[config.mk]
export PLATFORM = sky130hd
export DESIGN_NAME = if_id_queue_flat
export DESIGN_NICKNAME = d
export VERILOG_FILES = /design/src/rtl/if_id_queue_pkg.sv /design/src/rtl/if_id_queue_if.sv /design/src/rtl/if_id_queue.sv /design/src/flat_wrapper.sv
export SDC_FILE = /design/constraint.sdc
export NUM_CORES = 1
export LEC_CHECK = 0
export CAP_MARGIN = 10
export CORE_MARGIN = 5
export CORE_UTILIZATION = 52
export CTS_BUF_LIST = sky130_fd_sc_hd__clkbuf_8
export DETAILED_ROUTE_END_ITERATION = 7
export PLACE_DENSITY = 0.76
export SLEW_MARGIN = 10
export SYNTH_ARGS = -nofsm -noshare
export SYNTH_HDL_FRONTEND = slang
export SYNTH_SLANG_ARGS = --single-unit
[constraint.sdc]
create_clock -name CLK -period 5.5 [get_ports CLK]
set_clock_uncertainty 0.1 [all_clocks]
set_input_delay 1.65 -clock CLK [delete_from_list [all_inputs] [get_ports CLK]]
set_output_delay 1.65 -clock CLK [all_outputs]
set_load 0.01 [all_outputs]
[src/rtl/if_id_queue_pkg.sv]
// Shared types for the IF/ID decoupling queue: entry layout, default sizing and occupancy states.
// Imported by the interface, the queue and its testbench.
package if_id_queue_pkg;

    localparam int IF_ID_DEPTH_DEFAULT = 4;
    localparam int INSTR_W_DEFAULT     = 32;
    localparam int ADDR_W_DEFAULT      = 64;

    typedef logic [INSTR_W_DEFAULT-1:0] word_t;
    typedef logic [ADDR_W_DEFAULT-1:0]  addr_t;

    typedef struct packed {
        word_t instr;
        addr_t pc;
        logic  pred_taken;
    } if_id_entry_t;

    // Occupancy classes; the exact fill level lives in the count register.
    typedef enum logic [1:0] {
        OCC_EMPTY = 2'd0,
        OCC_PART  = 2'd1,
        OCC_FULL  = 2'd2
    } occ_state_e;

endpackage

[src/rtl/if_id_queue_if.sv]
// Fetch-to-decode handshake bundle: IF push side, ID pop side and queue status.
// master drives the request side (fetch/decode control), slave is the queue itself.
interface if_id_queue_if #(
    parameter int DEPTH   = if_id_queue_pkg::IF_ID_DEPTH_DEFAULT,
    parameter int INSTR_W = if_id_queue_pkg::INSTR_W_DEFAULT,
    parameter int ADDR_W  = if_id_queue_pkg::ADDR_W_DEFAULT
);

    logic                       flush;
    logic                       freeze;
    logic                       ihit;
    logic [INSTR_W-1:0]         instr_if;
    logic [ADDR_W-1:0]          pc_if;
    logic                       pred_taken_if;
    logic                       full;
    logic                       id_ready;
    logic                       valid_id;
    logic [INSTR_W-1:0]         instr_id;
    logic [ADDR_W-1:0]          pc_id;
    logic                       pred_taken_id;
    logic [$clog2(DEPTH+1)-1:0] count;

    modport master (
        output flush, freeze, ihit, instr_if, pc_if, pred_taken_if, id_ready,
        input  full, valid_id, instr_id, pc_id, pred_taken_id, count
    );

    modport slave (
        input  flush, freeze, ihit, instr_if, pc_if, pred_taken_if, id_ready,
        output full, valid_id, instr_id, pc_id, pred_taken_id, count
    );

endinterface

[src/rtl/if_id_queue.sv]
// DEPTH-entry FIFO decoupling fetch from decode, with flush squash and freeze hold of the head.
// Define IF_ID_QUEUE_BYPASS_EN to let an empty queue forward the IF entry to ID in the same cycle.
module if_id_queue
    import if_id_queue_pkg::*;
#(
    parameter int DEPTH   = IF_ID_DEPTH_DEFAULT,
    parameter int INSTR_W = INSTR_W_DEFAULT,
    parameter int ADDR_W  = ADDR_W_DEFAULT
) (
    input  logic          CLK,
    input  logic          RST,
    if_id_queue_if.slave  q
);

    localparam int PTR_W = $clog2(DEPTH);
    localparam int CNT_W = $clog2(DEPTH + 1);
    localparam logic [CNT_W-1:0] CNT_ONE  = CNT_W'(1);
    localparam logic [CNT_W-1:0] CNT_LAST = CNT_W'(DEPTH - 1);

    typedef struct packed {
        logic [INSTR_W-1:0] instr;
        logic [ADDR_W-1:0]  pc;
        logic               pred_taken;
    } entry_t;

    entry_t            mem [DEPTH];
    logic [PTR_W-1:0]  rd_ptr, wr_ptr;
    logic [CNT_W-1:0]  count_q;
    occ_state_e        occ_q, occ_d;

    logic full_w, valid_w, bypass_hit;
    logic push_fire, pop_fire, byp_consume, do_push, do_pop;

    assign full_w = (occ_q == OCC_FULL);

`ifdef IF_ID_QUEUE_BYPASS_EN
    assign bypass_hit = (occ_q == OCC_EMPTY) & q.ihit & ~q.flush;
`else
    assign bypass_hit = 1'b0;
`endif

    assign valid_w   = (occ_q != OCC_EMPTY) | bypass_hit;
    assign push_fire = q.ihit & ~full_w;
    assign pop_fire  = valid_w & q.id_ready & ~q.freeze;

    // A bypassed entry consumed by ID in the same cycle never touches storage.
    assign byp_consume = bypass_hit & pop_fire;
    assign do_push     = push_fire & ~byp_consume;
    assign do_pop      = pop_fire  & ~byp_consume;

    // NOTE: sequential state uses non-blocking assignments so every register samples pre-edge values.
    always_ff @(posedge CLK) begin
        if (RST) occ_q <= OCC_EMPTY;
        else     occ_q <= occ_d;
    end

    // NOTE: every combinational output gets a default first, so no path can infer a latch.
    always_comb begin
        occ_d = occ_q;
        if (q.flush) begin
            occ_d = OCC_EMPTY;
        end else begin
            unique case (occ_q)
                OCC_EMPTY: if (do_push && !do_pop) occ_d = OCC_PART;
                OCC_PART: begin
                    if (count_q == CNT_LAST && do_push && !do_pop)     occ_d = OCC_FULL;
                    else if (count_q == CNT_ONE && do_pop && !do_push) occ_d = OCC_EMPTY;
                end
                OCC_FULL:  if (do_pop) occ_d = OCC_PART;
                default:   occ_d = OCC_EMPTY;
            endcase
        end
    end

    always_comb begin
        q.full          = full_w;
        q.valid_id      = valid_w;
        q.count         = count_q;
        q.instr_id      = '0;
        q.pc_id         = '0;
        q.pred_taken_id = 1'b0;
        if (bypass_hit) begin
            q.instr_id      = q.instr_if;
            q.pc_id         = q.pc_if;
            q.pred_taken_id = q.pred_taken_if;
        end else if (occ_q != OCC_EMPTY) begin
            q.instr_id      = mem[rd_ptr].instr;
            q.pc_id         = mem[rd_ptr].pc;
            q.pred_taken_id = mem[rd_ptr].pred_taken;
        end
    end

    always_ff @(posedge CLK) begin
        if (RST || q.flush) begin
            rd_ptr  <= '0;
            wr_ptr  <= '0;
            count_q <= '0;
        end else begin
            if (do_push) wr_ptr <= wr_ptr + PTR_W'(1);
            if (do_pop)  rd_ptr <= rd_ptr + PTR_W'(1);
            if (do_push && !do_pop)      count_q <= count_q + CNT_ONE;
            else if (do_pop && !do_push) count_q <= count_q - CNT_ONE;
        end
    end

    // NOTE: storage is deliberately left out of reset; only the count/pointers define which slots are live.
    always_ff @(posedge CLK) begin
        if (!RST && !q.flush && do_push) begin
            mem[wr_ptr] <= '{instr: q.instr_if, pc: q.pc_if, pred_taken: q.pred_taken_if};
        end
    end

endmodule

[src/flat_wrapper.sv]
// flat-port wrapper written by rule: the top's interface ports become plain ports
module if_id_queue_flat import if_id_queue_pkg::*;
#(
    parameter int DEPTH   = IF_ID_DEPTH_DEFAULT,
    parameter int INSTR_W = INSTR_W_DEFAULT,
    parameter int ADDR_W  = ADDR_W_DEFAULT
)
  (CLK, RST, q_flush, q_freeze, q_ihit, q_instr_if, q_pc_if, q_pred_taken_if, q_id_ready, q_full, q_valid_id, q_instr_id, q_pc_id, q_pred_taken_id, q_count);
  if_id_queue_if #(.DEPTH(DEPTH), .INSTR_W(INSTR_W), .ADDR_W(ADDR_W)) q_i ();
  input  logic CLK;
  input  logic RST;
  input wire logic [$bits(q_i.flush)-1:0] q_flush;
  input wire logic [$bits(q_i.freeze)-1:0] q_freeze;
  input wire logic [$bits(q_i.ihit)-1:0] q_ihit;
  input wire logic [$bits(q_i.instr_if)-1:0] q_instr_if;
  input wire logic [$bits(q_i.pc_if)-1:0] q_pc_if;
  input wire logic [$bits(q_i.pred_taken_if)-1:0] q_pred_taken_if;
  input wire logic [$bits(q_i.id_ready)-1:0] q_id_ready;
  output wire logic [$bits(q_i.full)-1:0] q_full;
  output wire logic [$bits(q_i.valid_id)-1:0] q_valid_id;
  output wire logic [$bits(q_i.instr_id)-1:0] q_instr_id;
  output wire logic [$bits(q_i.pc_id)-1:0] q_pc_id;
  output wire logic [$bits(q_i.pred_taken_id)-1:0] q_pred_taken_id;
  output wire logic [$bits(q_i.count)-1:0] q_count;
  assign q_i.flush = q_flush;
  assign q_i.freeze = q_freeze;
  assign q_i.ihit = q_ihit;
  assign q_i.instr_if = q_instr_if;
  assign q_i.pc_if = q_pc_if;
  assign q_i.pred_taken_if = q_pred_taken_if;
  assign q_i.id_ready = q_id_ready;
  assign q_full = q_i.full;
  assign q_valid_id = q_i.valid_id;
  assign q_instr_id = q_i.instr_id;
  assign q_pc_id = q_i.pc_id;
  assign q_pred_taken_id = q_i.pred_taken_id;
  assign q_count = q_i.count;
  if_id_queue #(.DEPTH(DEPTH), .INSTR_W(INSTR_W), .ADDR_W(ADDR_W)) u_core (.CLK(CLK), .RST(RST), .q(q_i));
endmodule
==> impl_metrics.yaml, run 1 <==
status:
  status: "completed"
setup_path:
  worst-path-max-fanout: 41
  path_cells: "buf_12, mux4_2, and2_1, clkdlybuf4s50_1"
  critPathKind: "reg -> out"
  critPathLaunchType: "register"
  reg2reg_to: "u_core.mem[0][37]"
  end_kind: "primary output"
  crit_buf_inv: 2
  cp.arrival_ns: 2.93
  path_delay_family: "buffers and inverters"
  reg2reg_from: "u_core.occ_q[0]"
  slowest_delay_ns: 0.71
  required_ns: 3.75
  r2r_slack_ns: 3.08
  r2r.worst_path.cells: 5
  crit_slowest_cell: "dfxtp_4"
route:
  drt-vias-per-instance: 5.36
  wl_per_cell_um: 21.4
  routed_wirelength_mm: 29.4
  first_pass_iters: 5
  antenna_left: 0
  vias: 7364
  route.detailed.drc: 0
  drt_iter0_drc: 494
logic_synthesis:
  synthCells: 688
  synth_compound_area_frac: 0.00590
  synth_top_family_by_area: "multiplexers"
  synth_top_area_cell: "edfxtp_1"
  muxShareOfSynthArea: 0.144
  synth.area.top_cells: "edfxtp_1 76%, mux4_2 14%, and2_1 4.0%, dfxtp_1 1.4%, ha_1 0.74%"
  yosysTopAreaCellShare: 0.764
  yosysUniqueCellTypes: 30
  avgSynthCellArea_um2: 22.2
  synth_seq_area_share: 0.778
  syn-num-nets: 800
  yosysWarnings: 0
  synth-xor-area-share: 0.00115
  synthSimpleGateAreaFrac: 0.0485
  synthesis.area_mm2: 0.0153
  synth_adder_area_share: 0.00738
  ys_seq_elements: 399
die:
  start_util: 0.529
  die-area_mm2: 0.0329
  dieWidth_um: 181
  core_area_mm2: 0.0289
  die_y_um: 181
  io_pins: 205
  rows: 62
cts:
  post_cts_buffers: 0
  cts_buffers: 60
  clkTransAtPathRegs_ns: 0.07
  cts_hold_buf: 0
  clk_latency_ns: 0.59
  clockBufferDepth: 3
  tritoncts: "built"
  cts.sinks: 399
  cts_root_buf: "clkbuf_8"
  ctsHtreeMaxLevel: 2
  cts_resized: 0
power_and_ir_drop:
  power.density_mw_per_mm2: 310
  clkPwrFrac: 0.380
  sw_frac_of_total: 0.203
  power.share.sequential: 0.573
  p_sw_mw: 1.20
  leakage_nw: 6.03
  p_int_mw: 4.69
  ir_drop_mv: 0.231
  power_frac_comb: 0.047
final_layout:
  fin_nets: 1052
  antenna_cells: 0
  utilization: 0.658
  layout-drive-gt1-share: 0.199
  syn_to_final_growth_pct: 24.4
worst_hold_path:
  hold_depth: 2
  hold_start: "u_core.rd_ptr[1]"
  min_path_type: "reg -> reg"
global_route:
  overflow: 0
  grtUsageTotal: 0.180
  grt_pass1_vias: 8120
  grt_antenna_before_repair: 1
  grt_pass1_wl_mm: 46.2
  grt_max_degree: 43
placed_design:
  dp_hpwl_mm: 18.0
  gp_congestion: 0.787
  portBuffers: 204
timing:
  slew_violations: 0
  final-hold-violation-count: 0
  worst_slew_pin_slew_ns: 0.718
  setup_viol: 0
  rsz0062_at_grt: "no"
  finalCriticalPeriod_ns: 4.68
  setup_tns_ns: 0
  max_slew_margin: 0.521
  max_freq_ghz: 0.214
  finalCritPeriodShare: 0.850
job:
  drv_cap: 0
cells in the final DEF, fill, tap and decap left out:
cell             instances
xor2_1                   1
clkinv_2                 7
nor3_1                   1
and4_1                   1
nor2b_1                  3
mux4_2                  97
clkbuf_8                61
a31oi_1                  1
dfxtp_4                  2
nand2_1                  2
buf_4                   12
edfxtp_1               388
nand2b_1                 2
or2_2                    1
bufinv_16                3
nand3_1                  3
buf_12                   7
o31ai_1                  2
ha_1                     9
clkdlybuf4s50_1        204
dfxtp_1                  9
o32ai_1                  1
clkinvlp_4               2
mux2i_1                  2
nor2_1                   7
xnor2_1                  1
inv_1                   23
a21oi_1                  6
o21ai_0                  3
or4_1                    1
and3_4                   4
inv_2                    1
and2_1                  97
clkinv_1                24
o211ai_1                 2
synthesized netlist by cell type:
cell type / instances
mux4_2: 97
buf_8: 4
and2_1: 97
dfxtp_1: 11
o32ai_1: 1
nand2_1: 2
mux2i_1: 2
ha_1: 9
xnor2_1: 1
nor2_1: 7
o31ai_1: 2
a21oi_1: 6
clkinv_1: 1
nor2b_1: 3
or4_1: 1
and3_1: 4
nor3_1: 1
clkbuf_1: 17
a31oi_1: 1
o211ai_1: 2
or2_2: 1
and4_1: 1
nand2b_1: 2
buf_2: 11
inv_1: 8
nand3_1: 3
xor2_1: 1
o21ai_0: 3
edfxtp_1: 388
buf_6: 1
worst max path at each step:
stage	to	depth (start not counted)	from
after global routing	q_instr_id[0]	4	register
after detailed placement	q_instr_id[28]	4	register
after floorplan	u_core.mem[0][0]	3	q_ihit
final	q_instr_id[28]	4	register
after CTS	q_instr_id[28]	4	register
after global placement	q_instr_id[28]	4	register
power groups by stage:
stage               logic (mW)  registers [mW]  clock network, mW
global placement         0.274            3.44                  0
global route             0.298            3.38               2.45
floorplan               0.0953            3.44                  0
CTS                      0.281            3.38               2.30
detailed placement       0.279            3.44                  0
finish                   0.277            3.38               2.24
worst reg2reg max path: stages, from the launching register on:
cell	delay, ns
dfxtp_1	0.36
nand2b_1	0.17
inv_1	0.11
nor2_1	0.28
and3_4	0.71
buf_12	0.35
through the flow:
step | hold slack, ns | total power [mW] | cell area [um^2] | worst slack (ns) | instances
CTS | 0.388 | 5.96 | 19000 | 0.696 | 1374
global route | 0.405 | 6.12 | 19000 | 0.566 | 1374
finish | 0.381 | 5.89 | 19000 | 0.823 | 1374
floorplan | 0.353 | 3.54 | 15300 | 0.727 | 688
detailed placement | 0.379 | 3.72 | 17800 | 1.35 | 1262
global placement | 0.363 | 3.71 | 17800 | 1.35 | 1262
layout make-up:
type / instances / area (um^2)
Timing Repair Buffer: 223 / 2270
Sequential cell: 399 / 11900
Multi-Input combinational cell: 247 / 3180
Inverter: 9 / 33.8
Fill cell: 1924 / 9880
Clock buffer: 61 / 840
Clock inverter: 51 / 287
Tap cell: 384 / 480
sequential cells by signal, indices dropped and copies added, names as in the netlist, named ones only:
signal          flops
u_core.occ_q        2
u_core.wr_ptr       2
u_core.q.count      3
u_core.mem        388
u_core.rd_ptr       2
per-layer routing:
layer	vias up	track usage	wire, um	share of wire
met5	-	0	13	0.00044
met1	3808	0.221	11500	0.39
li1	3314	-	-	-
met2	199	0.322	15800	0.54
met4	2	0.0534	617	0.021
met3	41	0.0402	1500	0.051
logic make-up (layout without fill, tap and decap cells):
family          after synthesis  count (layout)
flops                       399             399
simple gates                122             122
mux                          99              99
buf+inv                      42             344
compound gates               15              15
fa+ha+maj                     9               9
xor+xnor                      2               2
Power figures use the tool's default switching activity.
==> inputs of run 2 (changes only) <==
--- a/config.mk
+++ b/config.mk
@@ -7,10 +7,9 @@
 export LEC_CHECK = 0
 export CAP_MARGIN = 10
 export CORE_MARGIN = 5
-export CORE_UTILIZATION = 52
+export CORE_UTILIZATION = 30
 export CTS_BUF_LIST = sky130_fd_sc_hd__clkbuf_8
 export DETAILED_ROUTE_END_ITERATION = 7
-export PLACE_DENSITY = 0.76
 export SLEW_MARGIN = 10
 export SYNTH_ARGS = -nofsm -noshare
 export SYNTH_HDL_FRONTEND = slang
==> impl_metrics.yaml, run 2 (same netlist as run 1, synthesis figures left out) <==
die:
  core_area_mm2: 0.0503
  start_util: 0.304
  die_y_um: 236
  die-area_mm2: 0.0555
  rows: 82
  dieWidth_um: 236
  io_pins: 205
timing:
  rsz0062_at_grt: "no"
  worst_slew_pin_slew_ns: 0.738
  finalCriticalPeriod_ns: 4.77
  final-hold-violation-count: 0
  finalCritPeriodShare: 0.867
  setup_tns_ns: 0
  max_freq_ghz: 0.210
  slew_violations: 0
  setup_viol: 0
  max_slew_margin: 0.507
final_layout:
  final_area_mm2: 0.0196
  syn_to_final_growth_pct: 28.5
  final_cells: 1666
  antenna_cells: 0
  top_register: "u_core.mem"
  utilization: 0.390
  mostFrequentLayoutCell: "edfxtp_1"
  fin_nets: 1059
  final_cell_mix: "388 x edfxtp_1, 204 x clkdlybuf4s50_1, 97 x mux4_2, 97 x and2_1, 74 x clkbuf_8"
  layout-drive-gt1-share: 0.215
  fill_cells: 4599
  largest_reg_flops: 388
global_route:
  grt_pass1_vias: 8183
  grt_pass1_wl_mm: 50.6
  grtUsageTotal: 0.119
  grt_max_degree: 54
  overflow: 0
  grt_antenna_before_repair: 0
route:
  first_pass_iters: 6
  drt-vias-per-instance: 4.46
  route.detailed.drc: 0
  vias: 7432
  wl_per_cell_um: 20.2
  drt_iter0_drc: 479
  routed_wirelength_mm: 33.7
  antenna_left: 0
cts:
  ctsHtreeMaxLevel: 3
  cts_buffers: 71
  clkTransAtPathRegs_ns: 0.05
  clockBufferDepth: 3
  cts.sinks: 399
  post_cts_buffers: 0
  cts_hold_buf: 0
  cts_root_buf: "clkbuf_8"
  tritoncts: "built"
  cts_resized: 0
  clk_latency_ns: 0.58
power_and_ir_drop:
  clkPwrFrac: 0.432
  power.density_mw_per_mm2: 329
  p_sw_mw: 1.30
  leakage_nw: 6.16
  power_frac_comb: 0.044
  sw_frac_of_total: 0.202
  ir_drop_mv: 0.154
  p_int_mw: 5.14
  power.share.sequential: 0.524
worst_hold_path:
  min_path_type: "reg -> reg"
setup_path:
  path_cells: "nor2_1, clkinv_2, buf_4, and2_1, clkdlybuf4s50_1"
  critPathLaunchType: "register"
  end_kind: "primary output"
  crit_slowest_cell: "clkinv_2"
  worst-path-max-fanout: 53
  required_ns: 3.75
  cp.arrival_ns: 3.02
  slowest_delay_ns: 0.64
  critPathKind: "reg -> out"
  path_delay_family: "buffers and inverters"
  crit_buf_inv: 3
placed_design:
  gp_congestion: 0.682
  dp_cells: 1546
  dp_hpwl_mm: 20.3
  place_area_mm2: 0.0182
  portBuffers: 204
status:
  status: "completed"
job:
  drv_cap: 0
-- run 2: per-stage QoR --
step | hold slack [ns] | setup WS (ns) | power (mW)
after floorplan | 0.353 | 0.727 | 3.54
after global placement | 0.374 | 1.21 | 3.72
after detailed placement | 0.385 | 1.20 | 3.73
after CTS | 0.401 | 0.513 | 6.57
after global routing | 0.428 | 0.380 | 6.72
final | 0.403 | 0.733 | 6.45
-- run 2: final timing paths --
check	startpoint	end	slack [ns]	depth (start not counted)
min	u_core.rd_ptr[1]	register	0.40	2
max	u_core.occ_q[1]	q_instr_id[30]	0.73	5
max reg2reg	u_core.occ_q[0]	u_core.mem[3][14]	3.01	5
min reg2reg	u_core.rd_ptr[1]	register	0.40	2
-- run 2: routing by layer --
metal  global-route usage  vias up  wire, um  share of wire
met1                0.160     3852     15000           0.45
li1                     -     3320         -              -
met4               0.0384        0       568          0.017
met3               0.0333       48      1860          0.055
met2                0.190      212     16200           0.48
met5                    0        -         0              0
-- run 2: area by class of cell --
| cell class | instances | area, um^2 | share of cell area |
|---|---|---|---|
| sequential | 399 | 11900 | 0.606 |
| multi-input combinational | 247 | 3180 | 0.162 |
| tap | 672 | 841 | 0.0429 |
| clock buffer | 74 | 1020 | 0.0519 |
| timing repair buffer | 219 | 2240 | 0.114 |
| inverter | 9 | 35.0 | 0.00179 |
| clock inverter | 46 | 407 | 0.0207 |
-- run 2: worst reg2reg max path: cells and delay by family (launching register included) --
family                 cells  cell delay (ns)
DFF                        1             0.35
and+or+nand+nor            3             1.05
buffers and inverters      2             0.62
-- run 2: power groups by stage --
stage / Sequential, mW / Clock, mW / Combinational (mW)
5_1_grt: 3.38 / 3.04 / 0.306
3_5_place_dp: 3.44 / 0 / 0.289
2_1_floorplan: 3.44 / 0 / 0.0953
6_report: 3.38 / 2.79 / 0.282
3_3_place_gp: 3.44 / 0 / 0.284
4_1_cts: 3.38 / 2.90 / 0.291
==> inputs of run 3 (changes only) <==
--- a/config.mk
+++ b/config.mk
@@ -6,7 +6,6 @@
 export NUM_CORES = 1
 export LEC_CHECK = 0
 export CAP_MARGIN = 10
-export CORE_MARGIN = 5
 export CORE_UTILIZATION = 30
 export CTS_BUF_LIST = sky130_fd_sc_hd__clkbuf_8
 export DETAILED_ROUTE_END_ITERATION = 7
==> impl_metrics.yaml, run 3 (same netlist as run 1, synthesis figures left out) <==
worst_hold_path:
  hold_depth: 1
  hold_start: "u_core.occ_q[0]"
  hold_end: "u_core.occ_q[0]"
  min_path_type: "reg -> reg"
global_route:
  grt_antenna_before_repair: 4
  top_usage_layer: "met2"
  grt_use_met3: 0.0394
  grtUsageTotal: 0.127
  use_met2: 0.213
  overflow: 0
  grt_pass1_wl_mm: 47.5
  met1_usage: 0.151
  grt_pass1_vias: 7953
  grt_max_degree: 57
setup_path:
  r2r.worst_path.cells: 5
  end_kind: "primary output"
  slowest_delay_ns: 0.58
  cp.arrival_ns: 2.74
  crit_slowest_cell: "clkdlybuf4s50_1"
  worstSetupStartpoint: "u_core.occ_q[1]"
  critPathKind: "reg -> out"
  worst-path-max-fanout: 52
  reg2reg_from: "u_core.occ_q[0]"
  path_cells: "nor2_1, inv_2, buf_12, and2_1, clkdlybuf4s50_1"
  required_ns: 3.75
  reg2reg_to: "u_core.mem[3][93]"
  critPathLaunchType: "register"
  r2r_slack_ns: 2.98
timing:
  slew_violations: 0
  setup_viol: 0
  setup_tns_ns: 0
  whs_ns: 0.393
  final-hold-violation-count: 0
  max_freq_ghz: 0.222
  finalCritPeriodShare: 0.817
  finalCriticalPeriod_ns: 4.49
  rsz0062_at_grt: "no"
  max_slew_margin: 0.497
  worst_slew_pin_slew_ns: 0.754
die:
  core_area_mm2: 0.0502
  die_y_um: 228
  dieWidth_um: 228
  die-area_mm2: 0.0518
  start_util: 0.304
  rows: 82
  io_pins: 205
route:
  first_pass_iters: 6
  wl_per_cell_um: 19.4
  drt-vias-per-instance: 4.48
  drt_iter0_drc: 386
  routed_wirelength_mm: 32.3
  antenna_left: 0
  route.detailed.drc: 0
  vias: 7470
placed_design:
  place_area_mm2: 0.0182
  portBuffers: 204
  dp_hpwl_mm: 19.6
  gp_congestion: 0.700
final_layout:
  utilization: 0.387
  largest_reg_flops: 388
  mostFrequentLayoutCell: "edfxtp_1"
  final_area_mm2: 0.0194
  antenna_cells: 0
  top_register: "u_core.mem"
  fin_nets: 1055
  final_cell_mix: "388 x edfxtp_1, 204 x clkdlybuf4s50_1, 97 x mux4_2, 97 x and2_1, 71 x clkbuf_8"
  layout-drive-gt1-share: 0.203
  syn_to_final_growth_pct: 27.4
cts:
  ctsHtreeMaxLevel: 3
  cts_root_buf: "clkbuf_8"
  cts_buffers: 68
  clk_latency_ns: 0.62
  cts_resized: 0
  clockBufferDepth: 3
  tritoncts: "built"
  cts_hold_buf: 0
  post_cts_buffers: 0
  clkTransAtPathRegs_ns: 0.07
  cts.sinks: 399
power_and_ir_drop:
  ir_drop_mv: 0.159
  power.density_mw_per_mm2: 312
  leakage_nw: 6.11
  power_mw: 6.06
job:
  drv_cap: 0
status:
  status: "completed"
run 3: changes by cell type in the layout (fill, tap and decap cells not counted), sizes merged:
cell,change
bufinv,-7
clkbuf,-3
inv,+14
clkinv,-1
buf,-1
run 3: cell type report:
cell class | count | area (um^2)
Fill cell | 4533 | 30700
Sequential cell | 399 | 11900
Multi-Input combinational cell | 247 | 3180
Timing Repair Buffer | 218 | 2270
Clock buffer | 71 | 977
Tap cell | 672 | 841
Clock inverter | 52 | 248
Inverter | 9 | 33.8
run 3: stage by stage:
stage / cells / setup slack [ns]
3_3_place_gp: 1545 / 1.25
5_1_grt: 1668 / 0.744
4_1_cts: 1668 / 0.858
2_1_floorplan: 688 / 0.727
6_report: 1668 / 1.01
3_5_place_dp: 1545 / 1.20
run 3: worst max-delay path by stage:
stage	end	slack, ns	depth (start not counted)
2_1_floorplan	u_core.mem[0][0]	0.73	3
5_1_grt	q_instr_id[15]	0.74	5
4_1_cts	q_instr_id[22]	0.86	5
3_5_place_dp	u_core.mem[3][90]	1.20	4
3_3_place_gp	u_core.mem[3][94]	1.25	4
6_report	q_instr_id[23]	1.01	5
run 3: layer usage:
layer  routed length (um)  share of wire  vias up
li1                     -              -     3322
met1                13500           0.42     3888
met2                16200           0.50      195
met3                 1810          0.056       59
met4                  763          0.024        6
met5                   38         0.0012        -
run 3: power by group:
group          switching (mW)  internal, mW  leakage, nW  total, mW
Sequential            0.00800          3.37         3.60       3.38
Clock                    1.15          1.25        0.714       2.40
Combinational           0.128         0.156         1.80      0.284
Total                    1.29          4.77         6.11       6.06
run 3: worst max-delay path: cells and delay by family, from the launching register on:
family	cells	cell delay, ns
buf+inv	3	1.39
simple gates	2	0.29
flops	1	0.38
